**src/rtl/dsr_align_pkg.sv**
```systemverilog
// dsr_align_pkg: state encoding, counter sizing helper and default timing for dsr_align_sched
package dsr_align_pkg;
  typedef enum logic [3:0] {
    S_IDLE, S_CHRST, S_SETTLE, S_CHECK, S_SLIP, S_SLIPWAIT, S_NEXTCH, S_STRTPIPE, S_DONE
  } state_e;
  localparam int DEF_NCH = 8;
  localparam int DEF_RST_CYC = 4;
  localparam int DEF_WAIT_CYC = 6;
  localparam int DEF_CHK_CYC = 16;
  localparam int DEF_SLIP_MAX = 9;
  function automatic int cnt_w(input int a, input int b, input int c);
    int m;
    m = (a > b) ? a : b;
    m = (m > c) ? m : c;
    return $clog2(m + 1);
  endfunction
endpackage

```
**src/rtl/dsr_align_sched_maj3_vote.sv**
```systemverilog
// maj3_vote: bitwise 2-of-3 majority voter
module maj3_vote #(
  parameter int W = 1
) (
  input  logic [W-1:0] a,
  input  logic [W-1:0] b,
  input  logic [W-1:0] c,
  output logic [W-1:0] y
);
  assign y = (a & b) | (a & c) | (b & c);
endmodule

```
**src/rtl/dsr_align_sched.sv**
```systemverilog
// dsr_align_sched: aligns deserializer channels one at a time (reset, settle, check, bit-slip), then restarts the pipeline.
// Define DSR_ALIGN_SCHED_TMR_EN to triplicate every register behind 2-of-3 majority voters.
module dsr_align_sched
  import dsr_align_pkg::*;
#(
  parameter int NCH      = DEF_NCH,
  parameter int RST_CYC  = DEF_RST_CYC,
  parameter int WAIT_CYC = DEF_WAIT_CYC,
  parameter int CHK_CYC  = DEF_CHK_CYC,
  parameter int SLIP_MAX = DEF_SLIP_MAX
) (
  input  logic                    CLK,
  input  logic                    RST,
  input  logic                    START,
  input  logic                    PAT_OK,
  output logic [$clog2(NCH)-1:0]  CH_SEL,
  output logic [NCH-1:0]          DSR_RST,
  output logic [NCH-1:0]          BIT_SLIP,
  output logic [NCH-1:0]          ALIGNED,
  output logic [NCH-1:0]          FAIL,
  output logic                    BUSY,
  output logic                    STRT_PIPE,
  output logic                    DONE
);
  localparam int CHW = $clog2(NCH);
  localparam int CW = cnt_w(RST_CYC, WAIT_CYC, CHK_CYC);
  localparam int SW = $clog2(SLIP_MAX + 1);
  localparam logic [CW-1:0] RST_END = CW'(RST_CYC - 1);
  localparam logic [CW-1:0] WAIT_END = CW'(WAIT_CYC - 1);
  localparam logic [CW-1:0] CHK_END = CW'(CHK_CYC - 1);
  localparam logic [SW-1:0] SLIP_LIM = SW'(SLIP_MAX);
  localparam logic [CHW-1:0] CH_LAST = CHW'(NCH - 1);
  typedef struct packed {
    state_e         st;
    logic [CHW-1:0] ch;
    logic [SW-1:0]  slip;
    logic [CW-1:0]  cnt;
    logic [NCH-1:0] dsr_rst;
    logic [NCH-1:0] bit_slip;
    logic [NCH-1:0] aligned;
    logic [NCH-1:0] fail;
    logic           busy;
    logic           strt_pipe;
    logic           done;
  } regs_t;
  regs_t r_d;
  regs_t rv;
  // cnt is the settle/reset timer outside Check and the consecutive-OK count inside it
  always_comb begin
    r_d = rv;
    case (rv.st)
      S_IDLE: if (START) begin
        r_d.st = S_CHRST;
        r_d.ch = '0;
        r_d.slip = '0;
        r_d.aligned = '0;
        r_d.fail = '0;
      end
      S_CHRST: r_d.st = (rv.cnt == RST_END) ? S_SETTLE : S_CHRST;
      S_SETTLE, S_SLIPWAIT: r_d.st = (rv.cnt == WAIT_END) ? S_CHECK : rv.st;
      S_CHECK: begin
        if (PAT_OK && rv.cnt == CHK_END) begin
          r_d.st = S_NEXTCH;
          r_d.aligned[rv.ch] = 1'b1;
        end else if (!PAT_OK && rv.slip < SLIP_LIM) begin
          r_d.st = S_SLIP;
        end else if (!PAT_OK) begin
          r_d.st = S_NEXTCH;
          r_d.fail[rv.ch] = 1'b1;
        end
      end
      S_SLIP: begin
        r_d.st = S_SLIPWAIT;
        r_d.slip = rv.slip + 1'b1;
      end
      S_NEXTCH: begin
        r_d.st = (rv.ch == CH_LAST) ? S_STRTPIPE : S_CHRST;
        r_d.ch = (rv.ch == CH_LAST) ? rv.ch : rv.ch + 1'b1;
        r_d.slip = (rv.ch == CH_LAST) ? rv.slip : '0;
      end
      S_STRTPIPE: r_d.st = S_DONE;
      default: r_d.st = S_IDLE;
    endcase
    r_d.cnt = (r_d.st != rv.st || rv.st == S_IDLE) ? '0 : rv.cnt + 1'b1;
    r_d.dsr_rst = (r_d.st == S_CHRST) ? NCH'(1) << r_d.ch : '0;
    r_d.bit_slip = (r_d.st == S_SLIP) ? NCH'(1) << r_d.ch : '0;
    r_d.busy = r_d.st != S_IDLE;
    r_d.strt_pipe = r_d.st == S_STRTPIPE;
    r_d.done = r_d.st == S_DONE;
  end
`ifdef DSR_ALIGN_SCHED_TMR_EN
  regs_t r_q [3];
  always_ff @(posedge CLK) begin
    for (int i = 0; i < 3; i++) r_q[i] <= RST ? '0 : r_d;
  end
  maj3_vote #(.W($bits(regs_t))) u_vote (.a(r_q[0]), .b(r_q[1]), .c(r_q[2]), .y(rv));
`else
  regs_t r_q;
  always_ff @(posedge CLK) begin
    r_q <= RST ? '0 : r_d;
  end
  assign rv = r_q;
`endif
  assign CH_SEL = rv.ch;
  assign DSR_RST = rv.dsr_rst;
  assign BIT_SLIP = rv.bit_slip;
  assign ALIGNED = rv.aligned;
  assign FAIL = rv.fail;
  assign BUSY = rv.busy;
  assign STRT_PIPE = rv.strt_pipe;
  assign DONE = rv.done;
endmodule

```
**config.mk**
```make
export PLATFORM = sky130hd
export DESIGN_NAME = dsr_align_sched
export DESIGN_NICKNAME = d
export VERILOG_FILES = /design/src/rtl/dsr_align_pkg.sv /design/src/rtl/dsr_align_sched_maj3_vote.sv /design/src/rtl/dsr_align_sched.sv
export SDC_FILE = /design/constraint.sdc
export NUM_CORES = 1
export LEC_CHECK = 0
export CORE_MARGIN = 1.5
export CORE_UTILIZATION = 55
export DETAILED_ROUTE_END_ITERATION = 16
export DONT_BUFFER_PORTS = 1
export PLACE_DENSITY_LB_ADDON = 0.05
export REMOVE_ABC_BUFFERS = 1
export SYNTH_ARGS = -nofsm -noshare
export SYNTH_HDL_FRONTEND = slang
export SYNTH_SLANG_ARGS = --single-unit
```
**constraint.sdc**
```tcl
create_clock -name CLK -period 3.1 [get_ports CLK]
set_clock_uncertainty 0.1 [all_clocks]
set_input_delay 0.62 -clock CLK [delete_from_list [all_inputs] [get_ports CLK]]
set_output_delay 0.62 -clock CLK [all_outputs]
set_load 0.1 [all_outputs]
```
==> reports/metrics.cfg <==
[critical_path]
ff2ff_setup_slack_ns=0.65
crit_path_end_kind=flop
reg2reg_to=DSR_RST[0]
crit_path_start_kind=flop
crit_path_cell_trace=or4b_1 > o2bb2ai_2 > a21oi_2 > or4_4 > nor3_1
ff2ff_path_depth=5
cp_slowest_cell=dfxtp_1
r2r_start=r_q[47]
cp.required_ns=3.23
arrival_ns=2.58
critPathMaxStageDelay_ns=0.72
critPathMaxFanout=20
worstSetupPathType=flop to flop

[sta]
finalHoldViolCount=0
timing.slew.headroom_pct=34.5
rsz0062_at_grt=no
finalMaxSlewViolations=0
hold_slack_ns=0.275
fin_crit_sh_pct=78.9
setup_ws_ns=0.654
fmax_mhz=409
finalCriticalPeriod_ns=2.45
tns_ns=0
tightest_slew_ns=0.981
setup_violations=0

[detailed_routing]
dr.pass1.iters=5
wl_um=4590
via_count=1739
avgViaCountPerCell=5.91
post-route-drc-count=0
ant_nets=0
initialDrtViolationCount=74
post_drt_wl_per_cell_um=15.6

[synthesis]
avgSynthCellArea_um2=8.60
synth-seq-cells=51
yosysSeqAreaShare_pct=42.1
async_flop_share_pct=0
yosysWarnings=0
syn_inst=282
synth_edf_count=0
syn_area_um2=2430
synth.distinct_cells=51
synth_ff_type=dfxtp_1

[final_layout]
fillerInstances=373
layout_commonest_cell=dfxtp_1
syn_to_final_growth_pct=-5.93
final_cell_area_um2=2280
num-nets-final=253
antenna_cells=0
finalCoreUtilization_pct=55.5
drive_gt1_share_pct=9.02
fin_cells=294
layout_common_cells=dfxtp_1 (51), nor2_1 (44), nor3_1 (22), a21oi_1 (14), nand2_1 (12)

[clock_tree]
clk_latency_ns=0.30
cts_hold_buf=0
post_cts_resized=0
htreeDepth=2
cts_buffers=5
root_buffer=clkbuf_8
cts_tree=yes
cts.clk_slew.worst_paths_ns=0.09
clock-sinks=51
cts_buffer_depth=2
postCtsSetupBuffers=0

[global_routing]
grt_overflow_total=0
grt_util_met3_pct=7.27
grt_max_degree=21
antenna_found_initial=0
busiest_layer=met2
grt_pass1_vias=1637
gr-usage-met2_pct=32.8
grt_usage_pct=20.0
met1_usage_pct=23.8
grt_first_pass_wirelength_um=7810

[die]
initial_core_util_pct=59.0
die_h_um=69.4
ioPinCount=42
row_count=23
die_area_um2=4820
die_w_um=69.4
core_um2=4120

[worst_hold_path]
hold_class=input pin to flop
hold_depth=1
hold_end=r_q[40]
min-delay-start=RST

[placement]
gp_congestion=0.859
placed_cell_area_um2=2180
io_buffers=0
pre_cts_slack_ns=0.691
dp.cells=286
hpwlAfterDp_um=3320

[run_status]
status=finished clean

[job]
drv_cap=0

[pwr]
p_total_mw=1.14
leakagePower_nw=0.858
p_per_area_nw_per_um2=502
ir_drop_v=0.000252

[synthesized netlist by cell type, types with 5 or more instances]
cell	n	area, µm²
a21oi_1	14	70.1
nand3_1	5	25.0
nor3_1	22	110
a31oi_1	10	62.6
clkbuf_1	11	41.3
nor2_1	44	165
o21ai_0	5	25.0
nand2b_1	5	31.3
ha_1	6	75.1
buf_4	35	263
dfxtp_1	51	1020
inv_1	9	33.8
nand2_1	12	45.0
[sequential cells by signal (all words and copies together) (netlist names)]
name       count
r_q           13
ALIGNED        8
BIT_SLIP       8
DSR_RST        8
FAIL           8
CH_SEL         3
BUSY           1
DONE           1
STRT_PIPE      1
[worst max-delay path: cells and delay by family, from the launching register on]
family / cells / cell delay [ns]
AO/OA/AOI/OAI: 2 / 0.23
flip-flops: 1 / 0.72
AND/OR/NAND/NOR: 3 / 1.31
[worst max-delay path by stage]
| stage | start | endpoint | slack [ns] | cells after the start |
|---|---|---|---|---|
| after floorplan | CH_SEL[1] | BIT_SLIP[0] | 0.46 | 6 |
| after global placement | r_q[35] | DSR_RST[4] | 0.76 | 8 |
| after detailed placement | r_q[35] | DSR_RST[0] | 0.69 | 8 |
| after CTS | r_q[35] | DSR_RST[0] | 0.67 | 8 |
| after global routing | r_q[47] | DSR_RST[4] | 0.45 | 5 |
| final | r_q[47] | DSR_RST[0] | 0.65 | 5 |
[cell type report]
cell class / instances / area [µm²] / area share (%)
Clock buffer: 6 / 82.6 / 3.62
Multi-Input combinational cell: 172 / 1040 / 45.4
Inverter: 9 / 33.8 / 1.48
Clock inverter: 2 / 16.3 / 0.713
Timing Repair Buffer: 4 / 30.0 / 1.32
Sequential cell: 51 / 1020 / 44.7
Tap cell: 50 / 62.6 / 2.74
[report_power, final]
| group | leakage, nW | switching, mW | internal, mW | total (mW) |
|---|---|---|---|---|
| logic | 0.399 | 0.0301 | 0.0180 | 0.0481 |
| clock network | 0.0474 | 0.215 | 0.182 | 0.397 |
| registers | 0.412 | 0.0391 | 0.661 | 0.700 |
| total | 0.858 | 0.284 | 0.861 | 1.14 |
[per-layer routing]
metal,part of all wire [%],vias up
met5,0,-
li1,-,863
met3,7.9,6
met1,43,820
met4,1.4,0
met2,48,50
[cells by family after synthesis]
logic type,count (synthesis),synth area share [%]
AO/OA/AOI/OAI,54,15.2
AND/OR/NAND/NOR,109,23.2
adder cells (fa/ha/maj),6,3.09
flip-flops,51,42.1
multiplexers,1,0.464
XOR/XNOR,2,0.722
buffers and inverters,59,15.2
(Power assumes the default switching activity.)
